**config.mk**
```make
export PLATFORM = sky130hd
export DESIGN_NAME = tqvp_rejunity_vga_capture_flat
export DESIGN_NICKNAME = d
export VERILOG_FILES = /design/src/rtl/tqvp_vga_capture_pkg.sv /design/src/rtl/tqvp_rejunity_vga_capture_if.sv /design/src/rtl/vga_capture_edge.sv /design/src/rtl/tqvp_rejunity_vga_capture.sv /design/src/flat_wrapper.sv
export SDC_FILE = /design/constraint.sdc
export NUM_CORES = 1
export LEC_CHECK = 0
export BUFFER_PORTS_ARGS = -buffer_cell sky130_fd_sc_hd__buf_2
export CORE_MARGIN = 2
export CORE_UTILIZATION = 28
export DETAILED_ROUTE_END_ITERATION = 10
export SYNTH_ARGS = -nofsm -noshare
export SYNTH_HDL_FRONTEND = slang
export SYNTH_SLANG_ARGS = --single-unit
```
**constraint.sdc**
```tcl
create_clock -name clk -period 4 [get_ports clk]
set_clock_uncertainty 0.15 [all_clocks]
set_input_delay 0.6 -clock clk [delete_from_list [all_inputs] [get_ports clk]]
set_output_delay 0.6 -clock clk [all_outputs]
set_load 0.05 [all_outputs]
```
**src/rtl/tqvp_vga_capture_pkg.sv**
```systemverilog
// Shared definitions for the VGA line grabber: FSM states, register map, pin and bit positions.
// The optional sync-polarity feature is selected with VGA_CAPTURE_SYNC_POL_EN.
package tqvp_vga_capture_pkg;

  typedef enum logic [2:0] {
    S_IDLE      = 3'd0,
    S_WAIT_VS   = 3'd1,
    S_WAIT_LINE = 3'd2,
    S_WAIT_HOFF = 3'd3,
    S_SAMPLE    = 3'd4
  } state_t;

  localparam logic [5:0] ADDR_CTRL = 6'h30;
  localparam logic [5:0] ADDR_LINE = 6'h34;
  localparam logic [5:0] ADDR_HOFF = 6'h38;
  localparam logic [5:0] ADDR_DIV  = 6'h3C;

  localparam int PIN_PIXEL = 0;
  localparam int PIN_HSYNC = 1;
  localparam int PIN_VSYNC = 2;

  localparam int CTRL_ARM     = 0;
  localparam int CTRL_ABORT   = 1;
  localparam int CTRL_IRQ_ACK = 2;
  localparam int CTRL_HPOL    = 4;
  localparam int CTRL_VPOL    = 5;

  localparam int STAT_BUSY    = 0;
  localparam int STAT_DONE    = 1;
  localparam int STAT_SHORT   = 2;
  localparam int STAT_CNT_LSB = 8;

endpackage

```
**src/rtl/tqvp_rejunity_vga_capture_if.sv**
```systemverilog
// TinyQV peripheral bus between the CPU (master) and the line grabber (slave).
// Part of the VGA capture slice; see the top file for the VGA_CAPTURE_SYNC_POL_EN option.
interface tqvp_rejunity_vga_capture_if;
  logic [5:0]  address;
  logic [31:0] data_in;
  logic [1:0]  data_write_n;
  logic [1:0]  data_read_n;
  logic [31:0] data_out;
  logic        data_ready;

  modport master (
    output address, data_in, data_write_n, data_read_n,
    input  data_out, data_ready
  );

  modport slave (
    input  address, data_in, data_write_n, data_read_n,
    output data_out, data_ready
  );
endinterface

```
**src/rtl/vga_capture_edge.sv**
```systemverilog
// Sync edge detector: normalises polarity to "active", then strobes leading/trailing edges
// one cycle wide against a delayed copy. Polarity input is driven by VGA_CAPTURE_SYNC_POL_EN logic in the top.
module vga_capture_edge (
  input  logic clk,
  input  logic rst,
  input  logic i_sig,
  input  logic i_pol,
  output logic o_lead,
  output logic o_trail
);

  logic w_active;
  logic r_active_d;

  assign w_active = i_pol ? i_sig : ~i_sig;

  always_ff @(posedge clk) begin
    if (rst) r_active_d <= 1'b0;
    else     r_active_d <= w_active;
  end

  assign o_lead  = w_active & ~r_active_d;
  assign o_trail = ~w_active & r_active_d;

endmodule

```
**src/rtl/tqvp_rejunity_vga_capture.sv**
```systemverilog
// VGA line grabber: captures PIXEL_COUNT mono samples from one scanline for the CPU to read.
// Define VGA_CAPTURE_SYNC_POL_EN to make hsync/vsync polarity programmable via CTRL b4/b5.
//
// state       | meaning
// S_IDLE      | not armed; buffer and status hold
// S_WAIT_VS   | armed, waiting for vsync trailing edge
// S_WAIT_LINE | counting hsync trailing edges up to LINE
// S_WAIT_HOFF | counting HOFF clocks into the target line
// S_SAMPLE    | storing one pixel every DIV+1 clocks
module tqvp_rejunity_vga_capture
  import tqvp_vga_capture_pkg::*;
#(
  parameter int PIXEL_COUNT = 320,
  parameter int LINE_W      = 10,
  parameter int HOFF_W      = 11,
  parameter int DIV_W       = 4
) (
  input  logic                          clk,
  input  logic                          rst,
  input  logic [7:0]                    ui_in,
  output logic [7:0]                    uo_out,
  tqvp_rejunity_vga_capture_if.slave    bus,
  output logic                          user_interrupt
);

  localparam int IDX_W  = $clog2(PIXEL_COUNT + 1);
  localparam int NWORDS = PIXEL_COUNT / 32;

  state_t r_state, w_state_nxt;
  logic [LINE_W-1:0] r_line_cnt, w_line_nxt, r_cfg_line;
  logic [HOFF_W-1:0] r_hoff_cnt, w_hoff_nxt, r_cfg_hoff;
  logic [DIV_W-1:0]  r_div_cnt,  w_div_nxt,  r_cfg_div;
  logic [IDX_W-1:0]  r_idx, w_idx_nxt;
  logic r_done, w_done_nxt, r_short, w_short_nxt, r_irq, w_irq_nxt;
  logic w_sample_en;
  logic [PIXEL_COUNT-1:0] r_buf;

  logic w_wr, w_wr_ctrl, w_arm, w_abort, w_ack;
  logic w_hpol, w_vpol;
  logic w_hs_lead, w_hs_trail, w_vs_lead, w_vs_trail;
  logic [31:0] w_status, w_rdata;
  logic w_unused_ok;

  assign w_wr      = (bus.data_write_n != 2'b11);
  assign w_wr_ctrl = w_wr && (bus.address[5:2] == ADDR_CTRL[5:2]);
  assign w_abort   = w_wr_ctrl & bus.data_in[CTRL_ABORT];
  assign w_arm     = w_wr_ctrl & bus.data_in[CTRL_ARM] & ~bus.data_in[CTRL_ABORT];
  assign w_ack     = w_wr_ctrl & bus.data_in[CTRL_IRQ_ACK];

`ifdef VGA_CAPTURE_SYNC_POL_EN
  logic r_hpol, r_vpol;
  always_ff @(posedge clk) begin
    if (rst) begin
      r_hpol <= 1'b0;
      r_vpol <= 1'b0;
    end else if (w_wr_ctrl) begin
      r_hpol <= bus.data_in[CTRL_HPOL];
      r_vpol <= bus.data_in[CTRL_VPOL];
    end
  end
  assign w_hpol = r_hpol;
  assign w_vpol = r_vpol;
`else
  assign w_hpol = 1'b0;
  assign w_vpol = 1'b0;
`endif

  vga_capture_edge u_hs_edge (
    .clk     (clk),
    .rst     (rst),
    .i_sig   (ui_in[PIN_HSYNC]),
    .i_pol   (w_hpol),
    .o_lead  (w_hs_lead),
    .o_trail (w_hs_trail)
  );

  vga_capture_edge u_vs_edge (
    .clk     (clk),
    .rst     (rst),
    .i_sig   (ui_in[PIN_VSYNC]),
    .i_pol   (w_vpol),
    .o_lead  (w_vs_lead),
    .o_trail (w_vs_trail)
  );

  always_ff @(posedge clk) begin
    if (rst) begin
      r_state    <= S_IDLE;
      r_line_cnt <= '0;
      r_hoff_cnt <= '0;
      r_div_cnt  <= '0;
      r_idx      <= '0;
      r_done     <= 1'b0;
      r_short    <= 1'b0;
      r_irq      <= 1'b0;
    end else begin
      r_state    <= w_state_nxt;
      r_line_cnt <= w_line_nxt;
      r_hoff_cnt <= w_hoff_nxt;
      r_div_cnt  <= w_div_nxt;
      r_idx      <= w_idx_nxt;
      r_done     <= w_done_nxt;
      r_short    <= w_short_nxt;
      r_irq      <= w_irq_nxt;
    end
  end

  always_comb begin
    w_state_nxt = r_state;
    w_line_nxt  = r_line_cnt;
    w_hoff_nxt  = r_hoff_cnt;
    w_div_nxt   = r_div_cnt;
    w_idx_nxt   = r_idx;
    w_done_nxt  = r_done;
    w_short_nxt = r_short;
    w_irq_nxt   = w_ack ? 1'b0 : r_irq;
    w_sample_en = 1'b0;

    unique case (r_state)
      S_WAIT_VS: begin
        if (w_vs_trail) begin
          w_line_nxt  = '0;
          w_state_nxt = S_WAIT_LINE;
        end
      end
      S_WAIT_LINE: begin
        if (w_vs_trail) begin
          w_line_nxt = '0;
        end else if (w_hs_trail) begin
          if (r_line_cnt == r_cfg_line) begin
            w_hoff_nxt  = '0;
            w_state_nxt = S_WAIT_HOFF;
          end else if (r_line_cnt != '1) begin
            w_line_nxt = r_line_cnt + 1'b1;
          end
        end
      end
      S_WAIT_HOFF: begin
        if (r_hoff_cnt == r_cfg_hoff) begin
          w_idx_nxt   = '0;
          w_div_nxt   = '0;
          w_state_nxt = S_SAMPLE;
        end else begin
          w_hoff_nxt = r_hoff_cnt + 1'b1;
        end
      end
      S_SAMPLE: begin
        // A new line starting wins over a sample due in the same cycle.
        if (w_hs_lead) begin
          w_short_nxt = 1'b1;
          w_done_nxt  = 1'b1;
          w_irq_nxt   = 1'b1;
          w_state_nxt = S_IDLE;
        end else if (r_div_cnt == '0) begin
          w_sample_en = 1'b1;
          w_idx_nxt   = r_idx + 1'b1;
          w_div_nxt   = r_cfg_div;
          if (r_idx == IDX_W'(PIXEL_COUNT - 1)) begin
            w_done_nxt  = 1'b1;
            w_irq_nxt   = 1'b1;
            w_state_nxt = S_IDLE;
          end
        end else begin
          w_div_nxt = r_div_cnt - 1'b1;
        end
      end
      default: ;
    endcase

    if (w_abort) begin
      w_state_nxt = S_IDLE;
      w_done_nxt  = r_done;
      w_short_nxt = r_short;
      w_irq_nxt   = w_ack ? 1'b0 : r_irq;
      w_idx_nxt   = r_idx;
      w_sample_en = 1'b0;
    end else if (w_arm) begin
      w_state_nxt = S_WAIT_VS;
      w_done_nxt  = 1'b0;
      w_short_nxt = 1'b0;
      w_irq_nxt   = 1'b0;
    end
  end

  always_ff @(posedge clk) begin
    if (rst) begin
      r_cfg_line <= '0;
      r_cfg_hoff <= '0;
      r_cfg_div  <= '0;
    end else if (w_wr) begin
      if (bus.address[5:2] == ADDR_LINE[5:2]) r_cfg_line <= bus.data_in[LINE_W-1:0];
      if (bus.address[5:2] == ADDR_HOFF[5:2]) r_cfg_hoff <= bus.data_in[HOFF_W-1:0];
      if (bus.address[5:2] == ADDR_DIV[5:2])  r_cfg_div  <= bus.data_in[DIV_W-1:0];
    end
  end

  // Capture buffer is deliberately not reset.
  always_ff @(posedge clk) begin
    if (w_sample_en && !rst) r_buf[r_idx] <= ui_in[PIN_PIXEL];
  end

  always_comb begin
    w_status = '0;
    w_status[STAT_BUSY]  = (r_state != S_IDLE);
    w_status[STAT_DONE]  = r_done;
    w_status[STAT_SHORT] = r_short;
    w_status[CTRL_HPOL]  = w_hpol;
    w_status[CTRL_VPOL]  = w_vpol;
    w_status[STAT_CNT_LSB +: 7] = 7'(r_idx >> 5);
  end

  always_comb begin
    w_rdata = '0;
    for (int w = 0; w < NWORDS; w++) begin
      if (bus.address[5:2] == 4'(w)) w_rdata = r_buf[w*32 +: 32];
    end
    if (bus.address[5:2] == ADDR_CTRL[5:2]) w_rdata = w_status;
    if (bus.address[5:2] == ADDR_LINE[5:2]) w_rdata = 32'(r_cfg_line);
    if (bus.address[5:2] == ADDR_HOFF[5:2]) w_rdata = 32'(r_cfg_hoff);
    if (bus.address[5:2] == ADDR_DIV[5:2])  w_rdata = 32'(r_cfg_div);
  end

  assign bus.data_out   = w_rdata;
  assign bus.data_ready = 1'b1;
  assign uo_out         = 8'h00;
  assign user_interrupt = r_irq;

  assign w_unused_ok = ^{ui_in[7:3], bus.data_read_n, bus.data_in[31:HOFF_W],
                         bus.address[1:0], w_hs_trail & 1'b0, w_vs_lead};

endmodule

```
**src/flat_wrapper.sv**
```systemverilog
// flat-port wrapper written by rule: the top's interface ports become plain ports
module tqvp_rejunity_vga_capture_flat import tqvp_vga_capture_pkg::*;
#(
  parameter int PIXEL_COUNT = 320,
  parameter int LINE_W      = 10,
  parameter int HOFF_W      = 11,
  parameter int DIV_W       = 4
)
  (clk, rst, ui_in, uo_out, user_interrupt, bus_address, bus_data_in, bus_data_write_n, bus_data_read_n, bus_data_out, bus_data_ready);
  tqvp_rejunity_vga_capture_if bus_i ();
  input  logic clk;
  input  logic rst;
  input  logic [7:0] ui_in;
  output logic [7:0] uo_out;
  output logic user_interrupt;
  input wire logic [$bits(bus_i.address)-1:0] bus_address;
  input wire logic [$bits(bus_i.data_in)-1:0] bus_data_in;
  input wire logic [$bits(bus_i.data_write_n)-1:0] bus_data_write_n;
  input wire logic [$bits(bus_i.data_read_n)-1:0] bus_data_read_n;
  output wire logic [$bits(bus_i.data_out)-1:0] bus_data_out;
  output wire logic [$bits(bus_i.data_ready)-1:0] bus_data_ready;
  assign bus_i.address = bus_address;
  assign bus_i.data_in = bus_data_in;
  assign bus_i.data_write_n = bus_data_write_n;
  assign bus_i.data_read_n = bus_data_read_n;
  assign bus_data_out = bus_i.data_out;
  assign bus_data_ready = bus_i.data_ready;
  tqvp_rejunity_vga_capture #(.PIXEL_COUNT(PIXEL_COUNT), .LINE_W(LINE_W), .HOFF_W(HOFF_W), .DIV_W(DIV_W)) u_core (.clk(clk), .rst(rst), .ui_in(ui_in), .uo_out(uo_out), .bus(bus_i), .user_interrupt(user_interrupt));
endmodule
```
* Word-level counts from Yosys, hierarchy flattened
Cells that the tools add are included.
Word-level totals: input port bits 52, logic and storage cells 169, register bits after elaboration 387, output and inout bits 42
Operators by class: reductions and logical operators 29, equal/unequal tests 42, mux-type cells 65, bitwise operators 12, order comparisons 2, add/subtract/negate cells 4
Operators by type and width (count):
- two-way mux 32 bit | 14
- bitwise mux 320 bit | 1
- two-way mux 10 bit | 5
- two-way mux 11 bit | 4
- two-way mux 9 bit | 3
- equality test 4 bit, second input constant | 6
- two-way mux 3 bit | 8
- one-hot mux 11 bit (2 select lines) | 1
- two-way mux 1 bit | 21
- one-hot mux 10 bit (2 select lines) | 1
- != test 3 x 2 -> 1 bit, second input constant | 6
- one-hot mux 9 bit (2 select lines) | 1
- equality test 4 x 3 -> 1 bit, second input constant | 4
- AND reduction 8 bit | 2
- AND reduction 5 bit | 3
- two-way mux 4 bit | 3
- != test 2 bit, second input constant | 6
- one-hot mux 3 bit (4 select lines) | 1
- adder 11 x 1 -> 11 bit, second input constant | 1
- equality test 11 bit | 1
- adder 10 x 1 -> 10 bit, second input constant | 1
- equality test 10 bit | 1
- less-than comparator 9 x 10 -> 1 bit, second input constant | 1
- != test 10 bit, second input constant | 1
- other kinds (29) | 58

* Depth between registers and ports, before layout
Gate-level depths: netlist of the first run.
depth in word-level cells 15, mapped depth 10, mapped depth without buffers 8

* Modules after synthesis
Synthesis of the first run repeated with hierarchy kept, for this count alone.
Unflattened totals: cells, all modules 1580, area, all modules 17553.1 um2
Modules (own cells, without submodules):
- tqvp_rejunity_vga_capture | cells each 1570, area each 17468.0 um2, times used 1, sequential area each 10910.5 um2
- vga_capture_edge | cells each 5, area each 42.5 um2, times used 2, sequential area each 20.0 um2

* Least setup slack after synthesis of the first run
Ideal clock, no wire load.
path type input to output, start input bus_address[2], end output bus_data_out[6], stages 9, setup slack 0.136 ns, arrival time 3.114 ns, data required time 3.250 ns, path buffers 3, path through buf_2 -> buf_2 -> clkinv_1 -> nor2_1 -> buf_2 -> nand2_1 -> o21ai_0 -> mux2i_1 -> o21ai_0
On the way: word-level cells in the longest chain between the ends 15, elaborated cells between the ends (all ways) 28, classes of those cells eq/ne (13); mux (14); reduce/logical (1)
RTL lines:
- start, declared | line flat_wrapper.sv:16 | input wire logic [$bits(bus_i.address)-1:0] bus_address;
- zero test 4 bit | line tqvp_rejunity_vga_capture.sv:215 | if (bus.address[5:2] == 4'(w)) w_rdata = r_buf[w*32 +: 32];
- two-way mux 32 bit (10 in series) | line tqvp_rejunity_vga_capture.sv:215
- two-way mux 32 bit | line tqvp_rejunity_vga_capture.sv:217 | if (bus.address[5:2] == ADDR_CTRL[5:2]) w_rdata = w_status;
- two-way mux 32 bit | line tqvp_rejunity_vga_capture.sv:218 | if (bus.address[5:2] == ADDR_LINE[5:2]) w_rdata = 32'(r_cfg_line);
- two-way mux 32 bit | line tqvp_rejunity_vga_capture.sv:219 | if (bus.address[5:2] == ADDR_HOFF[5:2]) w_rdata = 32'(r_cfg_hoff);
- two-way mux 32 bit * | line tqvp_rejunity_vga_capture.sv:220 | if (bus.address[5:2] == ADDR_DIV[5:2]) w_rdata = 32'(r_cfg_div);
- end, declared | line flat_wrapper.sv:20 | output wire logic [$bits(bus_i.data_out)-1:0] bus_data_out;
Mark *: on every way between the ends. The rest lies on a longest branch, timed or not.

* Worst setup path after layout of the first run
start input bus_address[2], end output bus_data_out[9]
Same word-level chain as after synthesis.

==> summary.txt, run 1 <==
Global route
  – Pin count of the biggest net entering global routing: 132
  – First-pass GRT wire length: 74800 um
  – Number of global-route vias before repair: 12100
  – Initial antenna violation count: 1
  – All-layer global routing usage: 15.2%
  – Grt ovf: 0

Placed design
  – Placed Instances: 2396
  – Gpl congestion: 0.836
  – Dpl hpwl: approximately 32000 um
  – Port buffer count: 54
  – Worst slack, placed: about 370 ps

Drt
  – ANT nets after route: 0
  – Max layer used: met5
  – Routed wire per std cell: 20.3 um
  – Initial DRC count: ~1500
  – Met2 wire length: between 20000 and 25000 um
  – Routed wire length: 49800 um
  – Pre-Repair DR Iteration Count: 5
  – Met3 wire len: between 4000 and 5000 um
  – Routed vias: approximately 13000
  – Vias per Instance: just over 5
  – Met1 Wirelength: 22000 um
  – DRC violations left: 0

Synthesis
  – Synth Warn #: 0
  – Yosys top cell area share: between 50% and 60%
  – EDFF count, synth: 320
  – Netlist cell types: 79
  – #FFs+latches synth: 387
  – Syn_area_per_cell: 11.3 um2
  – Synthesized area: 17600 um2
  – Sequential fraction of the synthesis area: 62.1%
  – Yosys top cell by area: edfxtp_1
  – Synth area leaders: edfxtp_1 54%, nor2_1 8.4%, dfxtp_1 7.6%
  – Post-synth ARST share: 0%
  – Top_reg_cell synth: edfxtp_1
  – Mapped Cells: 1560

Clock network
  – CTS Buffer Depth: 3
  – Post-CTS resize count: 0
  – Cts hold-fix bufs: 0
  – CTS Sinks: 387
  – Root buf cell: clkbuf_16
  – H-tree depth: 2
  – Clock-pin slew on the worst setup and hold paths: 60 ps
  – Num CTS Buffers: 39
  – Post-CTS Setup Inserts: 0
  – Latest clock arrival within the worst-skew pair: approximately 550 ps
  – TritonCTS clock tree: done

Final layout
  – Area added between synthesis and finish: 14.3%
  – Fin cells: 2459
  – Nets: about 1700
  – Most frequent cells in the layout: 391 x nor2_1, 320 x edfxtp_1, 93 x nand2_1, 68 x a21oi_1, 67 x dfxtp_1
  – Layout cell share with drive strength beyond 1: 14.0%
  – Commonest non-fill, non-tap cell in the layout: nor2_1

STA
  – Slew @ Worst Pin: 943 ps
  – Fmax: between 200 and 300 MHz
  – Max_slew headroom: 37.0%
  – Final number of setup-violating endpoints: 0
  – Final period utilization: 92.8%
  – Slew Viols, Final: 0
  – Final worst slack: 287 ps
  – Final min period: 3710 ps
  – Unrepaired setup endpoints after global routing: no
  – Final hold violations: 0
  – Setup Total Neg Slack: 0 ps
  – Min Hold Slack: 84.9 ps

Floorplan
  – Chip Width: 255 um
  – Starting Density: approximately 28%
  – Die ar.: about 65000 um2
  – Die H: 255 um
  – # IOs: 94
  – Core area: 62700 um2
  – Rows: 92

Hold path
  – Hold_sp: ui_in[1]
  – Hold depth: 2
  – Worst Hold Path EP: u_core.u_hs_edge.r_active_d
  – Hold WC Path Type: primary input to flip-flop

Worst setup path
  – Delay of the slowest critical-path stage: slightly below 600 ps
  – Worst endpoint required time: roughly 3300 ps
  – Worst Path Max Fanout: 21
  – Most frequent CP cell: buf_4
  – Reg-to-reg startpoint: u_core.r_div_cnt[0]
  – Crit path buffers/inverters: 3
  – Crit path cell chain: buf_4 > or2_2 > nor2_1 > buf_4 > a222oi_1 > a32oi_1 > buf_2
  – Worst Setup Start Kind: primary input
  – R2R Path End: u_core.r_buf[207]
  – Worst Path Class, Setup: primary input to output port
  – Worst Setup End Kind: output port
  – Worst R2R Path Depth: 8
  – Crit-path slowest cell: nor2_1
  – Top Family by Delay on Critical Path: simple AND/OR/NAND/NOR gates
  – Reg2Reg Setup Slack: between 600 and 700 ps
  – Arr. time, crit path: just under 3000 ps

Job
  – Max-cap violations: 0

Power and ir drop
  – Overall power: 8.36 mW
  – Leak: 6.33 nW
  – Peak supply drop: 0.332 mV
  – Cell Pwr Density: roughly 410 nW/um2

Run status
  – Run status: finished clean
-- worst max path at each step --
stage / slack [ps] / start / cells after the start / endpoint
after floorplan: 140 / bus_address[2] / 9 / bus_data_out[6]
after global placement: 360 / bus_address[2] / 8 / bus_data_out[10]
after detailed placement: 370 / bus_address[2] / 9 / bus_data_out[14]
after CTS: 360 / bus_address[2] / 9 / bus_data_out[14]
after global routing: 270 / bus_address[2] / 8 / bus_data_out[27]
final: 290 / bus_address[2] / 7 / bus_data_out[9]
-- state kept, by name, indices dropped and copies added (netlist names) --
name                         flops
u_core.r_short                   1
u_core.u_hs_edge.r_active_d      1
u_core.r_hoff_cnt               11
u_core.r_cfg_hoff               11
u_core.u_vs_edge.r_active_d      1
u_core.r_cfg_line               10
u_core.r_idx                     9
u_core.r_done                    1
u_core.r_state                   3
u_core.r_line_cnt               10
u_core.r_buf                   320
u_core.r_div_cnt                 4
u_core.user_interrupt            1
u_core.r_cfg_div                 4
-- synthesized netlist by cell type, types with 16 or more instances --
master and count:
nand3_1 39, nand2_1 93, nor2_1 393, o22ai_1 37
xnor2_1 16, o21ai_0 59, dfxtp_1 67, clkbuf_1 81
a221oi_1 16, a21oi_1 68, mux2i_1 20, nor3_1 25
edfxtp_1 320, buf_2 31, mux4_2 29
-- power breakdown --
group	switching (mW)	leakage, nW	total, mW	internal, mW
clock network	1.52	0.548	3.37	1.85
registers	0.00658	3.42	4.37	4.36
logic	0.438	2.37	0.620	0.182
-- through the flow --
stage / utilization, % / cell area, um2
after global routing: 32.2 / 20200
after floorplan: - / 17700
after detailed placement: 30.4 / 19100
after global placement: 30.4 / 19100
final: 32.2 / 20200
after CTS: 32.2 / 20200
-- cells by family (layout without fill, tap and decap cells) --
logic type	Yosys count	after routing	synth area share, %
compound gates	282	282	10.5
buf+inv	146	191	3.59
other cells	2	10	0.0426
simple gates	649	649	16.5
xor+xnor	31	31	1.54
flops	387	387	62.1
mux	55	55	5.22
fa+ha+maj	8	8	0.567
-- layout make-up --
class / instances / area [um2]
tap: 846 / 1060
timing repair buffer: 113 / 892
fill: 6390 / 42600
inverter: 16 / 60.1
multi-input combinational: 1034 / 6090
antenna: 1 / 2.50
clock inverter: 10 / 57.6
clock buffer: 52 / 1060
sequential: 387 / 11000
-- routing by layer --
| metal | global-route usage [%] | vias to the layer above |
|---|---|---|
| met5 | 0 | - |
| met4 | 3.84 | 2 |
| met3 | 2.91 | 77 |
| met2 | 23.7 | 532 |
| met1 | 21.5 | 6449 |
| li1 | - | 5726 |
No activity file was read; power rests on OpenSTA's default activity.
==> run 2: changes to the inputs <==
RECOVER_POWER = 50   (was unset)
==> run 2 against run 1 <==
Compared with the run above:
- the flow now finishes with violations (max-capacitance violations, max-slew violations)
- critical path depth unchanged
- via count about the same
- combinational power decreased by 1%
- largest cell class unchanged
==> summary.txt, run 2 (synthesis results as in run 1) <==
Run status
  – Run status: complete, but fails checks
  – Failing checks: max-capacitance violations, max-slew violations

Clock network
  – Cts hold-fix bufs: 0
  – Clock-pin slew on the worst setup and hold paths: about 60 ps
  – TritonCTS clock tree: done
  – Post-CTS resize count: 0
  – Latest clock arrival within the worst-skew pair: 550 ps
  – Root buf cell: clkbuf_16
  – H-tree depth: 2
  – Post-CTS Setup Inserts: 0
  – CTS Buffer Depth: 3
  – CTS Sinks: 387
  – Num CTS Buffers: 39

Global route
  – Initial antenna violation count: 1
  – Grt ovf: 0
  – All-layer global routing usage: between 10% and 20%
  – First-pass GRT wire length: between 70000 and 80000 um
  – Number of global-route vias before repair: 12100
  – Pin count of the biggest net entering global routing: 132

Drt
  – Vias per Instance: 5.21
  – DRC violations left: 0
  – Pre-Repair DR Iteration Count: 5
  – Routed wire length: between 40000 and 50000 um
  – ANT nets after route: 0
  – Routed wire per std cell: 20.2 um
  – Initial DRC count: 1376
  – Routed vias: 12800

Floorplan
  – Starting Density: 28.1%
  – # IOs: 94
  – Chip Width: 255 um
  – Die ar.: between 60000 and 70000 um2
  – Rows: 92
  – Core area: between 60000 and 70000 um2
  – Die H: 255 um

Worst setup path
  – Delay of the slowest critical-path stage: 580 ps
  – Reg-to-reg startpoint: u_core.r_div_cnt[0]
  – Worst Path Max Fanout: 21
  – Crit path cell chain: buf_4 > or2_2 > nor2_1 > buf_4 > a222oi_1 > a32oi_1 > buf_2
  – Most frequent CP cell: buf_4
  – Worst R2R Path Depth: 8
  – Worst endpoint required time: 3250 ps
  – Top Family by Delay on Critical Path: simple AND/OR/NAND/NOR gates
  – R2R Path End: u_core.r_buf[261]
  – Worst Setup Start Kind: primary input
  – Reg2Reg Setup Slack: 620 ps
  – Arr. time, crit path: around 3000 ps
  – Crit-path slowest cell: nor2_1
  – Worst Path Class, Setup: primary input to output port
  – Crit path buffers/inverters: 3
  – Worst Setup End Kind: output port

Hold path
  – Hold depth: 2
  – Hold WC Path Type: primary input to flip-flop
  – Worst Hold Path EP: u_core.u_hs_edge.r_active_d
  – Hold_sp: ui_in[1]

STA
  – Min Hold Slack: 84.4 ps
  – Max_slew headroom: -50.5%
  – Final period utilization: 92.6%
  – Final hold violations: 0
  – Slew Viols, Final: 172
  – Final number of setup-violating endpoints: 0
  – Unrepaired setup endpoints after global routing: no
  – Final min period: 3710 ps
  – Fmax: around 270 MHz
  – Slew @ Worst Pin: 2260 ps
  – Setup Total Neg Slack: 0 ps

Final layout
  – Antenna diodes: 0
  – Commonest non-fill, non-tap cell in the layout: nor2_1
  – Area added between synthesis and finish: 14.1%
  – Layout cell share with drive strength beyond 1: ~14%
  – Largest register by flop count: u_core.r_buf
  – Largest register FFs: 320
  – Top flop regs: u_core.r_buf: 320 flops, u_core.r_cfg_hoff: 11 flops, u_core.r_hoff_cnt: 11 flops
  – Design area: about 20000 um2
  – Most frequent cells in the layout: 391 x nor2_1, 320 x edfxtp_1, 93 x nand2_1, 68 x a21oi_1, 67 x dfxtp_1
  – Nets: 1651
  – FILL cells: between 6000 and 7000

Placed design
  – Gpl congestion: roughly 0.84
  – Dpl hpwl: 31700 um
  – Port buffer count: between 50 and 60
  – Placed instance area: 19100 um2

Power and ir drop
  – Leak: about 6.3 nW
  – Cell Pwr Density: just over 400 nW/um2
  – Overall power: 8.35 mW
  – Peak supply drop: approximately 0.33 mV

Job
  – Max-cap violations: 2
## run 2: cell count changes in the layout (fill, tap and decap cells not counted), sizes merged
| cell | previous run | this run |
|---|---|---|
| clkbuf | 52 | 61 |
| buf | 113 | 104 |
| diode | 1 | 0 |
## run 2: metal layers
metal	vias up	routed length, um	global-route usage [%]
met5	-	12	0
met3	77	4170	2.91
met1	6469	21900	21.5
met4	2	1100	3.84
met2	528	22400	23.7
li1	5722	-	-
## run 2: where the power goes
part	switching (mW)	internal [mW]	total [mW]
registers	0.00654	4.37	4.37
logic	0.435	0.178	0.613
clock network	1.51	1.85	3.36
total	1.96	6.39	8.35
## run 2: metrics by stage
step	setup slack, ps	cells	utilization (%)
final	294	2458	32.1
after global routing	221	2458	32.1
after CTS	362	2458	32.2
after detailed placement	371	2396	30.4
after global placement	363	2396	30.4
after floorplan	136	1567	-
## run 2: worst max path at each step
stage | to | start | slack (ps) | cells past startpoint
final | bus_data_out[9] | bus_address[2] | 290 | 7
after global routing | bus_data_out[12] | bus_address[4] | 220 | 9
after CTS | bus_data_out[14] | bus_address[2] | 360 | 9
after detailed placement | bus_data_out[14] | bus_address[2] | 370 | 9
after global placement | bus_data_out[10] | bus_address[2] | 360 | 8
after floorplan | bus_data_out[6] | bus_address[2] | 140 | 9
## run 2: final cells by class
type                       count  area (um2)  area share (%)
timing repair buffer         113         852            4.23
tap                          846        1060            5.26
clock buffer                  52        1060            5.27
clock inverter                10        57.6           0.286
sequential                   387       11000            54.4
inverter                      16        60.1           0.298
multi-input combinational   1034        6090            30.2
